### src/rtl/output_readout_streamer.sv
// output_readout_streamer: drains the DIM*DIM-word result memory onto a
// valid/ready stream. It hides the memory's one-cycle registered read
// latency with a two-entry output FIFO and a credit check on read issue.
// Optional build macro: TRANSPOSE_READOUT_EN selects column-major readout.
module output_readout_streamer #(
  parameter int DATA_W    = 16,
  parameter int ADDR_W    = 5,
  parameter int DIM       = 4,
  parameter int BASE_ADDR = 0
) (
  input  logic              clk,
  input  logic              rst,
  input  logic              start,
  output logic              busy,
  output logic              done,
  output logic [ADDR_W-1:0] rd_addr,
  input  logic [DATA_W-1:0] rd_data,
  output logic [DATA_W-1:0] out_data,
  output logic              out_valid,
  input  logic              out_ready,
  output logic              out_last,
  output logic [3:0]        out_idx
);

  localparam int N_WORDS = DIM * DIM;
  localparam int SEQ_W   = $clog2(N_WORDS + 1);

  localparam logic [1:0] S_IDLE  = 2'd0;
  localparam logic [1:0] S_RUN   = 2'd1;
  localparam logic [1:0] S_DRAIN = 2'd2;

  logic [1:0]        state;
  logic [SEQ_W-1:0]  seq;
  logic [ADDR_W-1:0] last_addr;
  logic              vld_p1;
  logic [3:0]        idx_p1;
  logic              last_p1;
  logic [DATA_W-1:0] s_data;
  logic [3:0]        s_idx;
  logic              s_last;
  logic              s_valid;
  logic [1:0]        fifo_cnt;
  logic              pop;
  logic              issue;
  logic              last_hs;

  // Memory address of the seq-th word of the job.
  function automatic logic [ADDR_W-1:0] seq_addr(input logic [SEQ_W-1:0] s);
    int v;
`ifdef TRANSPOSE_READOUT_EN
    v = BASE_ADDR + (int'(s) % DIM) * DIM + int'(s) / DIM;
`else
    v = BASE_ADDR + int'(s);
`endif
    return v[ADDR_W-1:0];
  endfunction

  assign fifo_cnt = {1'b0, out_valid} + {1'b0, s_valid};
  assign pop      = out_valid && out_ready;
  assign last_hs  = pop && out_last && (state == S_DRAIN);
  assign busy     = (state != S_IDLE);
  assign last_p1  = (idx_p1 == 4'(N_WORDS - 1));

  // A read may only be issued if the word it returns is guaranteed a FIFO slot:
  // occupancy after this cycle's pop plus the read already in flight.
  assign issue = (state == S_RUN) &&
                 ((int'(fifo_cnt) + int'(vld_p1) - int'(pop)) < 2);

  // Address is driven straight from the issue counter on issue cycles, else held.
  assign rd_addr = issue ? seq_addr(seq) : last_addr;

  // Job sequencing: issue counter, state and the done pulse.
  always_ff @(posedge clk) begin
    if (rst) begin
      state <= S_IDLE;
      seq   <= '0;
      done  <= 1'b0;
    end else begin
      done <= last_hs;
      case (state)
        S_IDLE: begin
          if (start) begin
            state <= S_RUN;
            seq   <= '0;
          end
        end
        S_RUN: begin
          if (issue) begin
            seq <= seq + SEQ_W'(1);
            if (seq == SEQ_W'(N_WORDS - 1)) state <= S_DRAIN;
          end
        end
        S_DRAIN: begin
          if (last_hs) state <= S_IDLE;
        end
        default: state <= S_IDLE;
      endcase
    end
  end

  // Stage p0 -> p1: track the read in flight and hold the last issued address.
  always_ff @(posedge clk) begin
    if (rst) begin
      vld_p1    <= 1'b0;
      last_addr <= ADDR_W'(BASE_ADDR);
    end else begin
      vld_p1 <= issue;
      if (issue) last_addr <= seq_addr(seq);
    end
  end

  // Index tag travelling with the in-flight read.
  always_ff @(posedge clk) begin
    if (issue) idx_p1 <= seq[3:0];
  end

  // Stage p1 -> output: two-entry FIFO; head entry drives the stream outputs.
  always_ff @(posedge clk) begin
    if (rst) begin
      out_valid <= 1'b0;
      out_data  <= '0;
      out_idx   <= '0;
      out_last  <= 1'b0;
      s_valid   <= 1'b0;
    end else begin
      if (vld_p1 && pop) begin
        if (s_valid) begin
          out_data <= s_data;
          out_idx  <= s_idx;
          out_last <= s_last;
          s_data   <= rd_data;
          s_idx    <= idx_p1;
          s_last   <= last_p1;
        end else begin
          out_data <= rd_data;
          out_idx  <= idx_p1;
          out_last <= last_p1;
        end
      end else if (pop) begin
        out_valid <= s_valid;
        s_valid   <= 1'b0;
        if (s_valid) begin
          out_data <= s_data;
          out_idx  <= s_idx;
          out_last <= s_last;
        end
      end else if (vld_p1) begin
        if (!out_valid) begin
          out_valid <= 1'b1;
          out_data  <= rd_data;
          out_idx   <= idx_p1;
          out_last  <= last_p1;
        end else begin
          s_valid <= 1'b1;
          s_data  <= rd_data;
          s_idx   <= idx_p1;
          s_last  <= last_p1;
        end
      end
    end
  end

endmodule

### config.mk
export PLATFORM = sky130hd
export DESIGN_NAME = output_readout_streamer
export DESIGN_NICKNAME = d
export VERILOG_FILES = /design/src/rtl/output_readout_streamer.sv
export SDC_FILE = /design/constraint.sdc
export NUM_CORES = 1
export LEC_CHECK = 0
export ABC_CLOCK_PERIOD_IN_PS = 4830
export CORE_ASPECT_RATIO = 0.75
export CORE_MARGIN = 2
export CORE_UTILIZATION = 45
export DETAILED_ROUTE_END_ITERATION = 12
export PLACE_DENSITY_LB_ADDON = 0.08
export SLEW_MARGIN = 40
export SYNTH_ARGS = -nofsm -noshare
export SYNTH_HDL_FRONTEND = slang
export SYNTH_SLANG_ARGS = --single-unit
### constraint.sdc
create_clock -name clk -period 4.83 [get_ports clk]
set_input_delay 1.449 -clock clk [delete_from_list [all_inputs] [get_ports clk]]
set_output_delay 1.449 -clock clk [all_outputs]
set_load 0.05 [all_outputs]
==> impl_results.md, run 1 <==
* Status: complete, no violations
* Detailed-routing iteration count for the pre-antenna-repair pass at 4
* Hold path cells at 2
* Max-cap violation count at 0
* Clk sinks at 62
* Vertical extent of the die at 74.7 um
* Number of placed I/O pins at 49
* TritonCTS clock tree: done
* Synthesized instance count at 279
* RD Place Congestion at 0.814
* Setup slack of the most critical reg-to-reg path at 2150 ps
* Vias after detailed routing at 2360
* Logic depth of the worst register-to-register path at 8
* Fraction of final layout cells sized beyond drive strength 1 at 16.0%
* Global-route wire length before repair at 11200 um
* Total of flip-flops plus latches after synthesis at 62
* Reg clk slew, reported paths at 60 ps
* Critical path class: in2out
* Hold slack at 461 ps
* Aggregate global routing overflow at 0
* Clock H-tree levels at 3
* Most frequent cells after synthesis: 37 x a221oi_1, 37 x dfxtp_1, 27 x inv_1
* Setup clock skew after layout at 10.0 ps
* Final worst setup slack at 110 ps
* Final hold violations at 0
* CTS root buffer: clkbuf_8
* Count of buffers from port buffering at 48
* Latest clock arrival within the worst-skew pair at 350 ps
* Data required time at the worst endpoint at 3380 ps
* Maximum count of clock buffers along a single path at 2
* Synth area leaders: edfxtp_1 25%, dfxtp_1 25%, a221oi_1 11%
* Area of combinational cells with multiple inputs at 1280 um2
* Setup repair after global routing missed its margin: false
* Endpoint of the worst-slack reg-to-reg timing path: out_data[5]
* Post-synthesis async set-or-reset flop share at 0%
* Net count reported at finish at 354
* Path class of the lowest-slack min-delay path: reg2reg
* Synth unique cells at 50
* Remaining antenna violation count after routing at 0
* Number of synthesized flops with an enable pin at 25
* Setup Slack @ Placement at -159 ps
* Final period util at 97.7%
* Post-Synthesis Mean Instance Area at 10.7 um2
* Clock period minus worst slack at 4720 ps
* Slew at the pin with the worst max-slew slack at 740 ps
* Estimated wirelength of the detail-placed design at 4510 um
* Max Clock Freq at 212 MHz
* Initial Utilization at 47.0%
* Kind of end point of the critical path: output pin
* Area used by sequential logic in the layout at 1490 um2
* Beginning of the worst register-to-register path: out_valid
* Post-route setup TNS at 0 ps
* Lkg Pwr at 1.35 nW
* Row Count at 25
* Total inserted antenna cells at 0
* Number of global-route vias before repair at 2212
* Most common flop cell mapped by yosys: dfxtp_1
* Floorplan Core Area at 6380 um2
* Synthesis warning total at 0
* CP max FO at 6
* Routed wire per std cell at 16.6 um
* Iteration-0 DRC Markers at 133
* Sequential fraction of the synthesis area at 49.7%
* Overall die width at 98.3 um
* Syn nets at 306
* Number of buffers added to fix hold violations after cts at 0
* Total routing resource utilization after global routing at 19.7%
* Peak ir drop on the vdd network at 0.233 mV
* Synth-to-Final Area Change at 26.7%
* Critical path launch point type: input pin
* Area share of the largest cell type after synthesis at 25.0%
* Library cell occupying the most area in the post-synthesis netlist: edfxtp_1
* Pin count of the biggest net entering global routing at 28
* Hold_sp: last_addr[3]
* Hold worst-path end: last_addr[3]
* Antenna violations before repair at 0
* Final setup violation count at 0
* Floorplan die area at 7340 um2
* Power per cell area at 338 nW/um2
* Vias per Instance at 5.71
* Arr. time, crit path at 3270 ps
* Worst slew margin relative to its limit at 50.7%
* Detailed-route wire length at 6870 um
* Post-synthesis instance area at 3000 um2
* Number of slew-limit violations in the final report at 0
* Num CTS Buffers at 9
* Fillers at 566
* Residual DRC count at 0
## per-stage QoR
stage	instance area, um2	power (W)	cells	util (%)
after CTS	3800	0.00129	413	59.5
final	3800	0.00128	413	59.5
after global routing	3800	0.00133	413	59.5
after detailed placement	3600	0.000868	397	56.4
after floorplan	3000	0.000780	279	-
after global placement	3600	0.000864	397	56.5
## what timing repair did
action,CTS,global route
gates resized for setup,7,0
endpoints found under the setup margin,5,0
buffers inserted,0,0
## cell type report
type                            count  share of cell area, %
Sequential cell                    62                   39.2
Tap cell                           81                   2.67
Multi-Input combinational cell    162                   33.6
Clock inverter                      1                  0.132
Inverter                           28                   2.77
Timing Repair Buffer               64                   17.0
Clock buffer                       15                   4.64
## placed cells by master, fill, tap and decap left out, types with 5 or more instances in the layout
cell type	n
clkdlybuf4s50_1	41
a221oi_1	37
dfxtp_1	37
inv_1	27
edfxtp_1	25
a21boi_0	19
buf_4	16
o21ai_0	15
nand2_1	14
clkbuf_8	12
ha_1	7
o21ai_1	6
nand2b_1	5
mux2_4	5
mux2i_1	5
buf_12	5
## routing by layer
layer / global-route usage, % / part of all wire (%) / up-vias
met3: 5.39 / 5.1 / 11
met4: 7.46 / 1.6 / 0
met2: 30.7 / 45 / 73
met5: 0 / 0 / -
li1: - / - / 1156
met1: 26.6 / 49 / 1120
## worst max-delay path: stages
cell and delay [ps]:
dlygate4sd2_1 250, nand2_2 80, ha_1 310, ha_1 290
nand3b_1 150, nand4_4 210, mux2_4 370, buf_12 150
## flip-flops by register name (all words and copies together), names as in the netlist, 2 cells and up
signal	cells
seq	5
s_data	16
out_idx	4
state	2
out_data	16
s_idx	4
idx_p1	4
last_addr	5
## kinds of logic after synthesis
family          count (synthesis)  synth area share, %
buf+inv                        55                 8.64
compound gates                103                 27.0
flops                          62                 49.7
mux                            10                 3.55
fa+ha+maj                       7                 2.92
simple gates                   42                 8.14
## worst max path at each step
| stage | from | end | slack (ps) |
|---|---|---|---|
| floorplan | out_ready | rd_addr[0] | 490 |
| global placement | out_ready | rd_addr[2] | -130 |
| detailed placement | out_ready | rd_addr[2] | -160 |
| CTS | out_ready | rd_addr[2] | 100 |
| global route | out_ready | rd_addr[4] | 30 |
| finish | out_ready | rd_addr[4] | 110 |
## report_power, final
part / switching (W) / internal [W] / leakage (nW) / total (W)
Clock: 0.000197 / 0.000228 / 0.0937 / 0.000425
Combinational: 0.000164 / 0.000102 / 0.725 / 0.000267
Sequential: 0.0000186 / 0.000572 / 0.532 / 0.000591
Power figures use the tool's default switching activity.
==> run 2: changes to the inputs <==
==> constraint.sdc (replaced) <==
create_clock -name clk -period 4.83 [get_ports clk]
set_input_delay 1.449 -clock clk [delete_from_list [all_inputs] [get_ports clk]]
set_output_delay 1.449 -clock clk [all_outputs]
set_load 0.02 [all_outputs]
==> run 2 against run 1 <==
Effect of this change: first-iteration DRC count up 1.5%; clock power shrank 9.4%; register-to-register slack got worse by 70 ps; cell area is 2.2% lower; clock skew is 4.9 ps lower; die area unchanged; worst hold slack got worse by 3.1 ps; sequential cell count stayed put; fmax up 1.7%; critical endpoint unchanged; largest power group unchanged.
==> impl_results.md, run 2 (synthesis results as in run 1) <==
* Status: complete, no violations
* Path class of the lowest-slack min-delay path: reg2reg
* Data required time at the worst endpoint at 3380 ps (about the same)
* Routed wire per std cell at 16.2 um (-2.5%)
* Clock H-tree levels at 3 (unchanged)
* Initial Utilization at 47.0% (unchanged)
* Residual DRC count at 0 (unchanged)
* Latest clock arrival within the worst-skew pair at 340 ps (about the same)
* Floorplan die area at 7340 um2 (unchanged)
* Aggregate global routing overflow at 0 (unchanged)
* Worst slew margin relative to its limit at 56.2% (+5.5 points)
* Estimated wirelength of the detail-placed design at 4500 um (-0.14%)
* Cell with the most instances on the worst path: ha_1
* Power consumption at 0.00119 W (-7.2%)
* Setup clock skew after layout at 5.18 ps (-4.85 ps)
* Kind of end point of the critical path: output pin
* Number of placed I/O pins at 49 (unchanged)
* Num CTS Buffers at 9 (unchanged)
* Commonest non-fill, non-tap cells in the layout: 42 x clkdlybuf4s50_1, 37 x a221oi_1, 37 x dfxtp_1
* Detailed-routing iteration count for the pre-antenna-repair pass at 4 (unchanged)
* Vias after detailed routing at 2380 (+0.85%)
* Row Count at 25 (unchanged)
* Maximum count of clock buffers along a single path at 2 (unchanged)
* Fillers at 582 (+2.8%)
* Lkg Pwr at 1.32 nW (-2.0%)
* CP max FO at 6 (unchanged)
* Final setup violation count at 0 (unchanged)
* CP peak stage delay at 340 ps (-30 ps)
* Peak ir drop on the vdd network at 0.239 mV (+2.6%)
* Crit path cell chain: dlygate4sd2_1 -> nand2_1 -> ha_1 -> ha_1 -> nand3b_1 -> nand4_4 -> mux2_2 -> buf_2
* Critical path buffer and inverter count at 2 (unchanged)
* Total routing resource utilization after global routing at 20.1% (+0.41 points)
* Detailed-route wire length at 6750 um (-1.8%)
* Vertical extent of the die at 74.7 um (unchanged)
* Clock period minus worst slack at 4640 ps (-77.4 ps)
* Max-cap violation count at 0 (unchanged)
* Post-route setup TNS at 0 ps (unchanged)
* Floorplan Core Area at 6380 um2 (unchanged)
* Number of slew-limit violations in the final report at 0 (unchanged)
* Clk sinks at 62 (unchanged)
* Net count reported at finish at 357 (+0.85%)
* TritonCTS clock tree: done
* Final hold violations at 0 (unchanged)
* Antenna violations before repair at 0 (unchanged)
* Fraction of final layout cells sized beyond drive strength 1 at 16.7% (+0.75 points)
* Global-route wire length before repair at 11600 um (+3.8%)
* Most common cell after layout, fill and taps aside: clkdlybuf4s50_1
* Critical path class: in2out
* Final period util at 96.1% (-1.6 points)
* CTS root buffer: clkbuf_8
* Remaining antenna violation count after routing at 0 (unchanged)
* Overall die width at 98.3 um (unchanged)
* Vias per Instance at 5.72 (+0.12%)
* Iteration-0 DRC Markers at 135 (+1.5%)
* Slew at the pin with the worst max-slew slack at 655 ps (-85.0 ps)
* Max Clock Freq at 215 MHz (+1.7%)
* Total inserted antenna cells at 0 (unchanged)
* Reg clk slew, reported paths at 70 ps (about the same)
* RD Place Congestion at 0.792 (-2.6%)
* Slowest library cell on the worst path: mux2_2
* Setup repair after global routing missed its margin: false
* Largest regs: out_data: 16 flops, s_data: 16 flops
* Post-route core utilization at 58.2% (-1.3 points)
* Critical path launch point type: input pin
* Arr. time, crit path at 3190 ps (-80 ps)
* Power per cell area at 320 nW/um2 (-5.1%)
* Count of buffers from port buffering at 48 (unchanged)
* Pin count of the biggest net entering global routing at 29 (+3.6%)
* Number of buffers added to fix hold violations after cts at 0 (unchanged)
* Synth-to-Final Area Change at 23.9%
* Count of buffers added by post-CTS timing repair for setup at 0 (unchanged)
* Family with the most delay on the worst path: adder cells
* Post-cts repair resize count at 21 (+14)
* Number of global-route vias before repair at 2317 (+4.7%)
[run 2: worst reg2reg max path: cells and delay by family, from the launching register on]
kind	cells	cell delay (ps)
AOI/OAI and AO/OA	2	420
adders and majority gates	1	350
and+or+nand+nor	2	710
buffers and inverters	5	830
DFF	1	300
[run 2: path summary, 6_finish.rpt]
kind,to,cells past startpoint,slack (ps),start
max,rd_addr[4],8,190,out_ready
min,last_addr[2],2,460,last_addr[2]
max reg2reg,out_data[0],10,2080,out_valid
min reg2reg,last_addr[2],2,460,last_addr[2]
[run 2: cell type report]
type / instances / area (um2) / share of cell area, %
Clock inverter: 7 / 41.3 / 1.11
Clock buffer: 9 / 124 / 3.33
Sequential cell: 62 / 1490 / 40.1
Timing Repair Buffer: 67 / 597 / 16.1
Inverter: 28 / 105 / 2.83
Tap cell: 81 / 101 / 2.73
Multi-Input combinational cell: 162 / 1250 / 33.8
[run 2: power by group]
group | switching (W) | internal (W)
logic | 0.000115 | 0.000102
clock network | 0.000204 | 0.000181
registers | 0.0000155 | 0.000572
total | 0.000335 | 0.000855
[run 2: per-stage QoR]
stage,instances,setup WS (ps),hold WS (ps),cell area (um2)
after floorplan,279,564,431,3000
after global placement,400,-450,440,3570
after detailed placement,400,-461,452,3570
after CTS,416,185,463,3710
after global routing,416,97.8,484,3710
final,416,188,458,3710
[run 2: per-layer routing]
metal | global-route usage (%) | vias to the layer above | share of wire (%)
li1 | - | 1161 | -
met1 | 26.8 | 1133 | 48
met2 | 31.4 | 76 | 45
met3 | 6.50 | 10 | 5.6
met4 | 6.85 | 0 | 1.3
met5 | 0 | - | 0
==> run 3: changes to the inputs <==
--- a/config.mk
+++ b/config.mk
@@ -5,10 +5,12 @@
 export SDC_FILE = /design/constraint.sdc
 export NUM_CORES = 1
 export LEC_CHECK = 0
-export ABC_CLOCK_PERIOD_IN_PS = 4830
+export ABC_CLOCK_PERIOD_IN_PS = 4500
+export CELL_PAD_IN_SITES_DETAIL_PLACEMENT = 1
+export CELL_PAD_IN_SITES_GLOBAL_PLACEMENT = 1
 export CORE_ASPECT_RATIO = 0.75
 export CORE_MARGIN = 2
-export CORE_UTILIZATION = 45
+export CORE_UTILIZATION = 42
 export DETAILED_ROUTE_END_ITERATION = 12
 export PLACE_DENSITY_LB_ADDON = 0.08
 export SLEW_MARGIN = 40
==> constraint.sdc (replaced) <==
create_clock -name clk -period 4.5 [get_ports clk]
set_input_delay 1.35 -clock clk [delete_from_list [all_inputs] [get_ports clk]]
set_output_delay 1.35 -clock clk [all_outputs]
set_load 0.02 [all_outputs]
==> run 3 against run 2 <==
Effect of this change: non-clock buffer count unchanged; combinational power is 11% higher; first-iteration DRC count shrank 56%; worst hold slack worse by 2.0 ps; final cell count up 4.1%; sequential share of layout area shrank 0.51 points; clock-buffer cell count rose by 5; clock power up 8.8%; largest power group unchanged; highest routed layer unchanged.
==> impl_results.md, run 3 (synthesis results as in run 1) <==
* Number of global-route vias before repair at 2489 (+7.4%)
* Reg clk slew, reported paths at 60 ps (about the same)
* Final setup violation count at 0 (unchanged)
* Routed wire per std cell at 17.6 um (+8.7%)
* RD Place Congestion at 0.768 (-3.0%)
* Remaining antenna violation count after routing at 0 (unchanged)
* Number of placed I/O pins at 49 (unchanged)
* Iteration-0 DRC Markers at 60 (-56%)
* Logic depth of the worst register-to-register path at 9 (-1)
* Detailed-routing iteration count for the pre-antenna-repair pass at 5 (+1)
* Final period util at 97.4%
* Initial Utilization at 43.7% (-3.3 points)
* Critical path launch point type: input pin
* Synth-to-Final Area Change at 25.4%
* Count of buffers from port buffering at 48 (unchanged)
* Most common cell after layout, fill and taps aside: clkdlybuf4s50_1
* Row Count at 26 (+4.0%)
* Pin count of the biggest net entering global routing at 28 (-3.4%)
* CP max FO at 6 (unchanged)
* Lkg Pwr at 1.32 nW (about the same)
* Max-cap violation count at 0 (unchanged)
* Kind of end point of the critical path: output pin
* Worst slew margin relative to its limit at 50.0% (-6.2 points)
* Overall die width at 102 um (+3.4%)
* Number of cells after detailed placement at 417 (+4.3%)
* Setup slack of the most critical reg-to-reg path at 2060 ps (-20 ps)
* Commonest non-fill, non-tap cells in the layout: 42 x clkdlybuf4s50_1, 37 x a221oi_1, 37 x dfxtp_1
* Hold_sp: last_addr[1]
* Beginning of the worst register-to-register path: out_valid
* Setup repair after global routing missed its margin: false
* Slew at the pin with the worst max-slew slack at 748 ps (+93.3 ps)
* Critical path class: in2out
* Latest clock arrival within the worst-skew pair at 330 ps (about the same)
* Net count reported at finish at 357 (unchanged)
* Number of slew-limit violations in the final report at 0 (unchanged)
* Vertical extent of the die at 77.2 um (+3.3%)
* TritonCTS clock tree: done
* Peak ir drop on the vdd network at 0.179 mV (-25%)
* Num CTS Buffers at 9 (unchanged)
* Fraction of final layout cells sized beyond drive strength 1 at 16.7% (unchanged)
* Largest regs: out_data: 16 flops, s_data: 16 flops
* Detailed-route wire length at 7640 um (+13%)
* Clk sinks at 62 (unchanged)
* Arr. time, crit path at 3030 ps (-160 ps)
* Clock period minus worst slack at 4380 ps
* Final hold violations at 0 (unchanged)
* Endpoint of the worst-slack reg-to-reg timing path: s_data[10]
* Power per cell area at 343 nW/um2 (+7.2%)
* Hold path cells at 2 (unchanged)
* Setup clock skew after layout at 7.77 ps (+2.59 ps)
* Maximum count of clock buffers along a single path at 2 (unchanged)
* Max Clock Freq at 228 MHz
* Number of buffers added to fix hold violations after cts at 0 (unchanged)
* Aggregate global routing overflow at 0 (unchanged)
* Residual DRC count at 0 (unchanged)
* Hold worst-path end: last_addr[1]
* Status: complete, no violations
* Final Cell Area at 3760 um2 (+1.3%)
* Area of placed instances at 3600 um2 (+0.60%)
* Total inserted antenna cells at 0 (unchanged)
* Layout Cells excl Fill at 433 (+4.1%)
* Antenna violations before repair at 0 (unchanged)
* Estimated wirelength of the detail-placed design at 5050 um (+12%)
* Floorplan die area at 7840 um2 (+6.8%)
* Clock H-tree levels at 3 (unchanged)
* Data required time at the worst endpoint at 3150 ps (-230 ps)
* Vias after detailed routing at 2405 (+1.1%)
* Vias per Instance at 5.55 (-2.9%)
* Total routing resource utilization after global routing at 20.7% (+0.63 points)
* Floorplan Core Area at 6860 um2 (+7.6%)
* CTS root buffer: clkbuf_8
* Count of buffers added by post-CTS timing repair for setup at 0 (unchanged)
* Global-route wire length before repair at 12500 um (+7.8%)
* Path class of the lowest-slack min-delay path: reg2reg
==> run 3: cell types whose count changed in the layout (fill, tap and decap cells not counted), sizes merged <==
cell,delta
clkinvlp,-3
clkinv,-2
clkbuf,+5
==> run 3: metal layers <==
layer | vias to the layer above | global-route usage [%] | routed length [um] | share of wire, %
met5 | - | 0 | 0 | 0
met4 | 0 | 7.84 | 82 | 1.1
met3 | 6 | 4.83 | 266 | 3.5
met2 | 52 | 34.0 | 3780 | 49
met1 | 1188 | 26.2 | 3510 | 46
li1 | 1159 | - | - | -
==> run 3: timing repair <==
action	in CTS	in global routing
setup endpoints to repair	5	5
gates resized for setup	24	1
pin swaps	2	1
==> run 3: worst max path at each step <==
stage,startpoint,slack (ps),end
final,out_ready,120,rd_addr[0]
after global routing,out_ready,20,rd_addr[0]
after CTS,out_ready,90,rd_addr[4]
after detailed placement,out_ready,-630,rd_addr[4]
after global placement,out_ready,-610,rd_addr[2]
after floorplan,out_ready,360,s_data[0]
==> run 3: worst max-delay path: stages <==
cell	delay [ps]
dlygate4sd2_1	260
nand2_2	100
ha_4	210
ha_4	270
nand3b_1	150
nand4_4	190
mux2_2	350
buf_2	160
==> run 3: stage by stage <==
stage / hold WS (ps) / util, % / worst slack [ps] / TNS, ps / power [W]
after floorplan: 431 / - / 362 / 0 / 0.000783
after global placement: 440 / 52.4 / -609 / -3030 / 0.000875
after detailed placement: 452 / 52.4 / -629 / -3140 / 0.000882
after CTS: 460 / 54.8 / 89.1 / 0 / 0.00130
after global routing: 472 / 54.8 / 21.6 / 0 / 0.00135
final: 456 / 54.8 / 116 / 0 / 0.00129
==> run 3: cell type report <==
class	count	area [um2]
timing repair buffer	67	597
fill	754	3100
clock buffer	14	153
tap	98	123
inverter	28	105
clock inverter	2	8.76
sequential	62	1490
multi-input combinational	162	1280
==> run 3: where the power goes <==
group	switching, W	internal, W	leakage (nW)	total [W]
Sequential	0.0000180	0.000614	0.532	0.000632
Combinational	0.000129	0.000112	0.709	0.000241
Clock	0.000205	0.000213	0.0821	0.000419
Total	0.000352	0.000940	1.32	0.00129
